<file path="src/rtl/ifetch_queue_if.sv">
// Fetch-unit bus bundle: redirect request, memory request/response channel
// and the instruction queue head presented to the core.
interface ifetch_queue_if;
   logic       redirect;
   logic [7:0] redir_page;
   logic [7:0] redir_pc;
   logic       mem_req;
   logic [7:0] mem_page;
   logic [7:0] mem_addr;
   logic       mem_gnt;
   logic       mem_rvalid;
   logic [7:0] mem_rdata;
   logic       inst_valid;
   logic [7:0] inst;
   logic [7:0] inst_pc;
   logic       inst_ready;

   modport master (
      input  redirect, redir_page, redir_pc, mem_gnt, mem_rvalid, mem_rdata, inst_ready,
      output mem_req, mem_page, mem_addr, inst_valid, inst, inst_pc
   );

   modport slave (
      output redirect, redir_page, redir_pc, mem_gnt, mem_rvalid, mem_rdata, inst_ready,
      input  mem_req, mem_page, mem_addr, inst_valid, inst, inst_pc
   );
endinterface

</file>
<file path="src/rtl/ifetch_queue.sv">
// Instruction fetch queue: issues byte fetches from (fpage, fpc), buffers the
// in-order responses and presents the head instruction to the core.
module ifetch_queue #(
   parameter int DEPTH = 4
) (
   input  logic          clk,
   input  logic          rst_n,
   ifetch_queue_if.master bus
);
   localparam int PW = (DEPTH > 1) ? $clog2(DEPTH) : 1;
   localparam int CW = $clog2(DEPTH + 1);

   logic [7:0]    fpage;
   logic [7:0]    fpc;
   logic [7:0]    rpc;
   logic [CW-1:0] occ;
   logic [CW-1:0] outst;
   logic [CW-1:0] discard;
   logic [PW-1:0] head;
   logic [PW-1:0] tail;
   logic [7:0]    q_data [DEPTH];
   logic [7:0]    q_pc   [DEPTH];

   logic          req;
   logic          grant;
   logic          resp;
   logic          push;
   logic          pop;
   logic [CW:0]   inflight;
   logic [CW-1:0] outst_resp;

   function automatic logic [PW-1:0] ptr_inc(input logic [PW-1:0] p);
      return (p == PW'(DEPTH - 1)) ? '0 : p + PW'(1);
   endfunction

   // Queued plus in-flight bytes bound the request rate, so pushes never overflow.
   assign inflight   = {1'b0, occ} + {1'b0, outst};
   assign req        = rst_n && !bus.redirect && (inflight < (CW + 1)'(DEPTH));
   assign grant      = req && bus.mem_gnt;
   assign resp       = bus.mem_rvalid && (outst != '0);
   assign push       = resp && (discard == '0) && !bus.redirect;
   assign pop        = (occ != '0) && bus.inst_ready && !bus.redirect;
   assign outst_resp = outst - CW'(resp);

   always_ff @(posedge clk or negedge rst_n) begin
      if (!rst_n) begin
         fpage   <= '0;
         fpc     <= '0;
         rpc     <= '0;
         occ     <= '0;
         outst   <= '0;
         discard <= '0;
         head    <= '0;
         tail    <= '0;
      end else begin
         outst <= outst_resp + CW'(grant);
         if (bus.redirect) begin
            fpage   <= bus.redir_page;
            fpc     <= bus.redir_pc;
            rpc     <= bus.redir_pc;
            occ     <= '0;
            head    <= '0;
            tail    <= '0;
            // Every byte still in flight belongs to the old stream.
            discard <= outst_resp;
         end else begin
            if (grant) fpc <= fpc + 8'd1;
            if (resp && (discard != '0)) discard <= discard - CW'(1);
            if (push) begin
               rpc  <= rpc + 8'd1;
               tail <= ptr_inc(tail);
            end
            if (pop) head <= ptr_inc(head);
            occ <= occ + CW'(push) - CW'(pop);
         end
      end
   end

   always_ff @(posedge clk) begin
      if (push) begin
         q_data[tail] <= bus.mem_rdata;
         q_pc[tail]   <= rpc;
      end
   end

   assign bus.mem_req    = req;
   assign bus.mem_page   = fpage;
   assign bus.mem_addr   = fpc;
   assign bus.inst_valid = (occ != '0);
   assign bus.inst       = (occ != '0) ? q_data[head] : 8'd0;
   assign bus.inst_pc    = (occ != '0) ? q_pc[head]   : 8'd0;
endmodule

</file>
<file path="src/flat_wrapper.sv">
// flat-port wrapper written by rule: the top's interface ports become plain ports
module ifetch_queue_flat 
#(
   parameter int DEPTH = 4
)
  (clk, rst_n, bus_redirect, bus_redir_page, bus_redir_pc, bus_mem_gnt, bus_mem_rvalid, bus_mem_rdata, bus_inst_ready, bus_mem_req, bus_mem_page, bus_mem_addr, bus_inst_valid, bus_inst, bus_inst_pc);
  ifetch_queue_if bus_i ();
  input  logic clk;
  input  logic rst_n;
  input wire logic [$bits(bus_i.redirect)-1:0] bus_redirect;
  input wire logic [$bits(bus_i.redir_page)-1:0] bus_redir_page;
  input wire logic [$bits(bus_i.redir_pc)-1:0] bus_redir_pc;
  input wire logic [$bits(bus_i.mem_gnt)-1:0] bus_mem_gnt;
  input wire logic [$bits(bus_i.mem_rvalid)-1:0] bus_mem_rvalid;
  input wire logic [$bits(bus_i.mem_rdata)-1:0] bus_mem_rdata;
  input wire logic [$bits(bus_i.inst_ready)-1:0] bus_inst_ready;
  output wire logic [$bits(bus_i.mem_req)-1:0] bus_mem_req;
  output wire logic [$bits(bus_i.mem_page)-1:0] bus_mem_page;
  output wire logic [$bits(bus_i.mem_addr)-1:0] bus_mem_addr;
  output wire logic [$bits(bus_i.inst_valid)-1:0] bus_inst_valid;
  output wire logic [$bits(bus_i.inst)-1:0] bus_inst;
  output wire logic [$bits(bus_i.inst_pc)-1:0] bus_inst_pc;
  assign bus_i.redirect = bus_redirect;
  assign bus_i.redir_page = bus_redir_page;
  assign bus_i.redir_pc = bus_redir_pc;
  assign bus_i.mem_gnt = bus_mem_gnt;
  assign bus_i.mem_rvalid = bus_mem_rvalid;
  assign bus_i.mem_rdata = bus_mem_rdata;
  assign bus_i.inst_ready = bus_inst_ready;
  assign bus_mem_req = bus_i.mem_req;
  assign bus_mem_page = bus_i.mem_page;
  assign bus_mem_addr = bus_i.mem_addr;
  assign bus_inst_valid = bus_i.inst_valid;
  assign bus_inst = bus_i.inst;
  assign bus_inst_pc = bus_i.inst_pc;
  ifetch_queue #(.DEPTH(DEPTH)) u_core (.clk(clk), .rst_n(rst_n), .bus(bus_i));
endmodule
</file>
<file path="config.mk">
export PLATFORM = sky130hd
export DESIGN_NAME = ifetch_queue_flat
export DESIGN_NICKNAME = d
export VERILOG_FILES = /design/src/rtl/ifetch_queue_if.sv /design/src/rtl/ifetch_queue.sv /design/src/flat_wrapper.sv
export SDC_FILE = /design/constraint.sdc
export NUM_CORES = 1
export LEC_CHECK = 0
export BUFFER_PORTS_ARGS = -buffer_cell sky130_fd_sc_hd__buf_4
export CORE_ASPECT_RATIO = 1.5
export CORE_MARGIN = 1
export CORE_UTILIZATION = 35
export DETAILED_ROUTE_END_ITERATION = 8
export HOLD_SLACK_MARGIN = 0.05
export PLACE_DENSITY = 0.6
export SKIP_CTS_REPAIR_TIMING = 1
export SYNTH_ARGS = -nofsm -noshare
export SYNTH_HDL_FRONTEND = slang
export SYNTH_SLANG_ARGS = --single-unit
</file>
<file path="constraint.sdc">
create_clock -name clk -period 2.65 [get_ports clk]
set_input_delay 0 -clock clk [delete_from_list [all_inputs] [get_ports clk]]
set_output_delay 0 -clock clk [all_outputs]
set_load 0.02 [all_outputs]
</file>
==> impl_metrics.ini <==
[power_and_ir_drop]
finalPower_mw = 4.79
cellLeakagePower_nw = 2.24
p_per_area_mw_per_mm2 = 839
ir_drop_mv = 0.405

[route]
num_vias = 2719
avgRoutedWirePerCell_um = 16.0
drc = 0
drtAntennaViolNets = 0
first_iter_violations = 73
dr.pass1.iters = 4
routed_via_density = 4.92
totalWireLength_um = 8830

[worst_setup_path]
critPathRequiredTime_ps = 2880
worstSetupPathType = flip-flop to flip-flop
r2r-start = u_core.discard[0]$_DFFE_PN0P_
critPathLaunch = u_core.discard[0]$_DFFE_PN0P_
start_kind = flip-flop
worstPathMaxFanout = 7
arrival_ps = 2560
crit_path_end_kind = flip-flop

[sta]
fin_crit_sh = 0.880
fin_setup_tns_ps = 0
worst_pin_slew_ps = 802
finalSetupViolations = 0
fin_crit_ps = 2330
skew_ps = 4.87
maxSlewViolCount = 0
setup_ws_ps = 317
slew_headroom = 0.465
fmax_mhz = 429
rsz0062_at_grt = false
hold_violations = 0

[hold_path]
min_from = bus_mem_rvalid
hold_class = input pin to flip-flop

[finish]
fillers = 1104
synthToLayoutAreaGrowth_pct = 28.2
drive_above_1_share = 0.305
final_common_cell = buf_4
diodes = 0
mostFrequentLayoutCells = buf_4, edfxtp_1, dfrtp_1, dlygate4sd3_1, and2_1
fin_nets = 439

[synthesis]
yosysTopAreaCell = edfxtp_1
syn_nets = 341
syn_inst = 294
synth.cell_area_sq_mm = 0.00445
ys_top_cells_by_area = edfxtp_1, dfrtp_1, mux4_2
ys_seq_elements = 101
synthArstFlopShare = 0.366
synth_seq_area_share = 0.640
synth_top_area_frac = 0.432
synth_ff_type = edfxtp_1
syn_area_per_cell_sq_um = 15.1
synthDistinctLibCells = 41
ys_warn_count = 0
synth_edf_count = 64

[placed_design]
dp_worst_setup_slack_ps = 344
port_buffers = 63
gp_congestion = 0.789
dpl.hpwl_um = 5910

[global_routing]
grt_pass1_wl_um = 13900
grtUsageTotal = 0.141
grt.overflow.total = 0
grt_max_degree = 39
grt_pass1_vias = 2773
antenna_found_initial = 0

[die]
num_rows = 50
core_sq_mm = 0.0124
dieArea_sq_mm = 0.0132
die_x_um = 94.1
fp.dieH_um = 140
start_util = 0.358
io_pins = 64

[clock_network]
clk_latency_ps = 340
htreeDepth = 3
clkSinkCount = 101
cts_tree = done
clockRootBuffer = clkbuf_16
clk_pin_slew_ps = 70
cts_buffers = 9
cts.path.max_buffers = 2

[status]
status = completed

[flow_run]
maxCapViolCount = 0
worst paths after layout:
| check | endpoint | slack [ps] | cells past startpoint |
|---|---|---|---|
| max | u_core.occ[2]$_DFF_PN0_ | 320 | 9 |
| min reg2reg | u_core.bus.mem_page[4]$_DFFE_PN0P_ | 510 | 1 |
| max reg2reg | u_core.occ[2]$_DFF_PN0_ | 320 | 9 |
| min in group asynchronous | u_core.bus.mem_page[3]$_DFFE_PN0P_ | 270 | 3 |
| min | u_core.rpc[4]$_DFFE_PN0P_ | 210 | 5 |
| max in group asynchronous | u_core.head[0]$_DFFE_PN0P_ | 2020 | 3 |
sequential cells by signal (all words and copies together) (netlist names):
| register | cells |
|---|---|
| u_core.bus.mem_addr | 8 |
| u_core.q_data | 32 |
| u_core.rpc | 8 |
| u_core.discard | 3 |
| u_core.bus.mem_page | 8 |
| u_core.tail | 2 |
| u_core.outst | 3 |
| u_core.q_pc | 32 |
| u_core.occ | 3 |
| u_core.head | 2 |
per-layer routing:
layer	share of wire	global-route usage	vias up
met5	0	0	-
met4	0.018	0.0615	0
met3	0.038	0.0320	13
met2	0.53	0.241	69
met1	0.42	0.168	1341
li1	-	-	1296
cells in the mapped netlist, types with 2 or more instances:
cell / n
nand4_1: 5
inv_1: 13
nor3_1: 4
mux2_2: 13
mux2i_1: 4
xor2_1: 8
ha_1: 16
nor2b_1: 3
o21ai_0: 6
dfrtp_1: 37
nand3_1: 12
a21oi_1: 7
mux4_2: 16
nor2_1: 12
edfxtp_1: 64
a32oi_1: 2
clkbuf_1: 7
xnor2_1: 8
and2_1: 20
nand2_1: 10
buf_2: 3
nor4_1: 2
a31o_2: 2
or3_1: 3
metrics by stage:
step / util / area, sq um / cells / hold slack (ps)
floorplan: - / 4450 / 294 / -296
detailed placement: 0.413 / 5140 / 510 / 117
CTS: 0.437 / 5440 / 526 / -260
global placement: 0.413 / 5140 / 510 / 121
finish: 0.458 / 5710 / 553 / 211
global route: 0.458 / 5710 / 553 / 262
layout make-up:
cell class	count	area [sq um]	share of cell area
repair buffers	98	816	0.143
clock inverters	7	68.8	0.0121
inverters	14	52.6	0.00921
multi-input cells	168	1500	0.263
clock buffers	9	225	0.0395
flip-flops and latches	101	2850	0.499
well taps	156	195	0.0342
critical path: stages, from the launching register on:
cell and delay (ps):
dfrtp_1 400, inv_1 90, ha_1 190, nand2b_1 180, nor3_1 460, ha_1 240
inv_1 50, fa_1 380, xnor2_1 180, nor2_1 60
power breakdown:
group,internal [mW],switching (mW),leakage (nW)
registers,1.84,0.171,1.03
logic,0.730,0.776,1.08
clock network,0.660,0.616,0.137
cell families after synthesis:
group	synth area share
flops	0.640
simple gates	0.100
mux	0.123
buf+inv	0.0228
compound gates	0.0337
fa+ha+maj	0.0495
xor+xnor	0.0315
No activity file was read; power rests on OpenSTA's default activity.
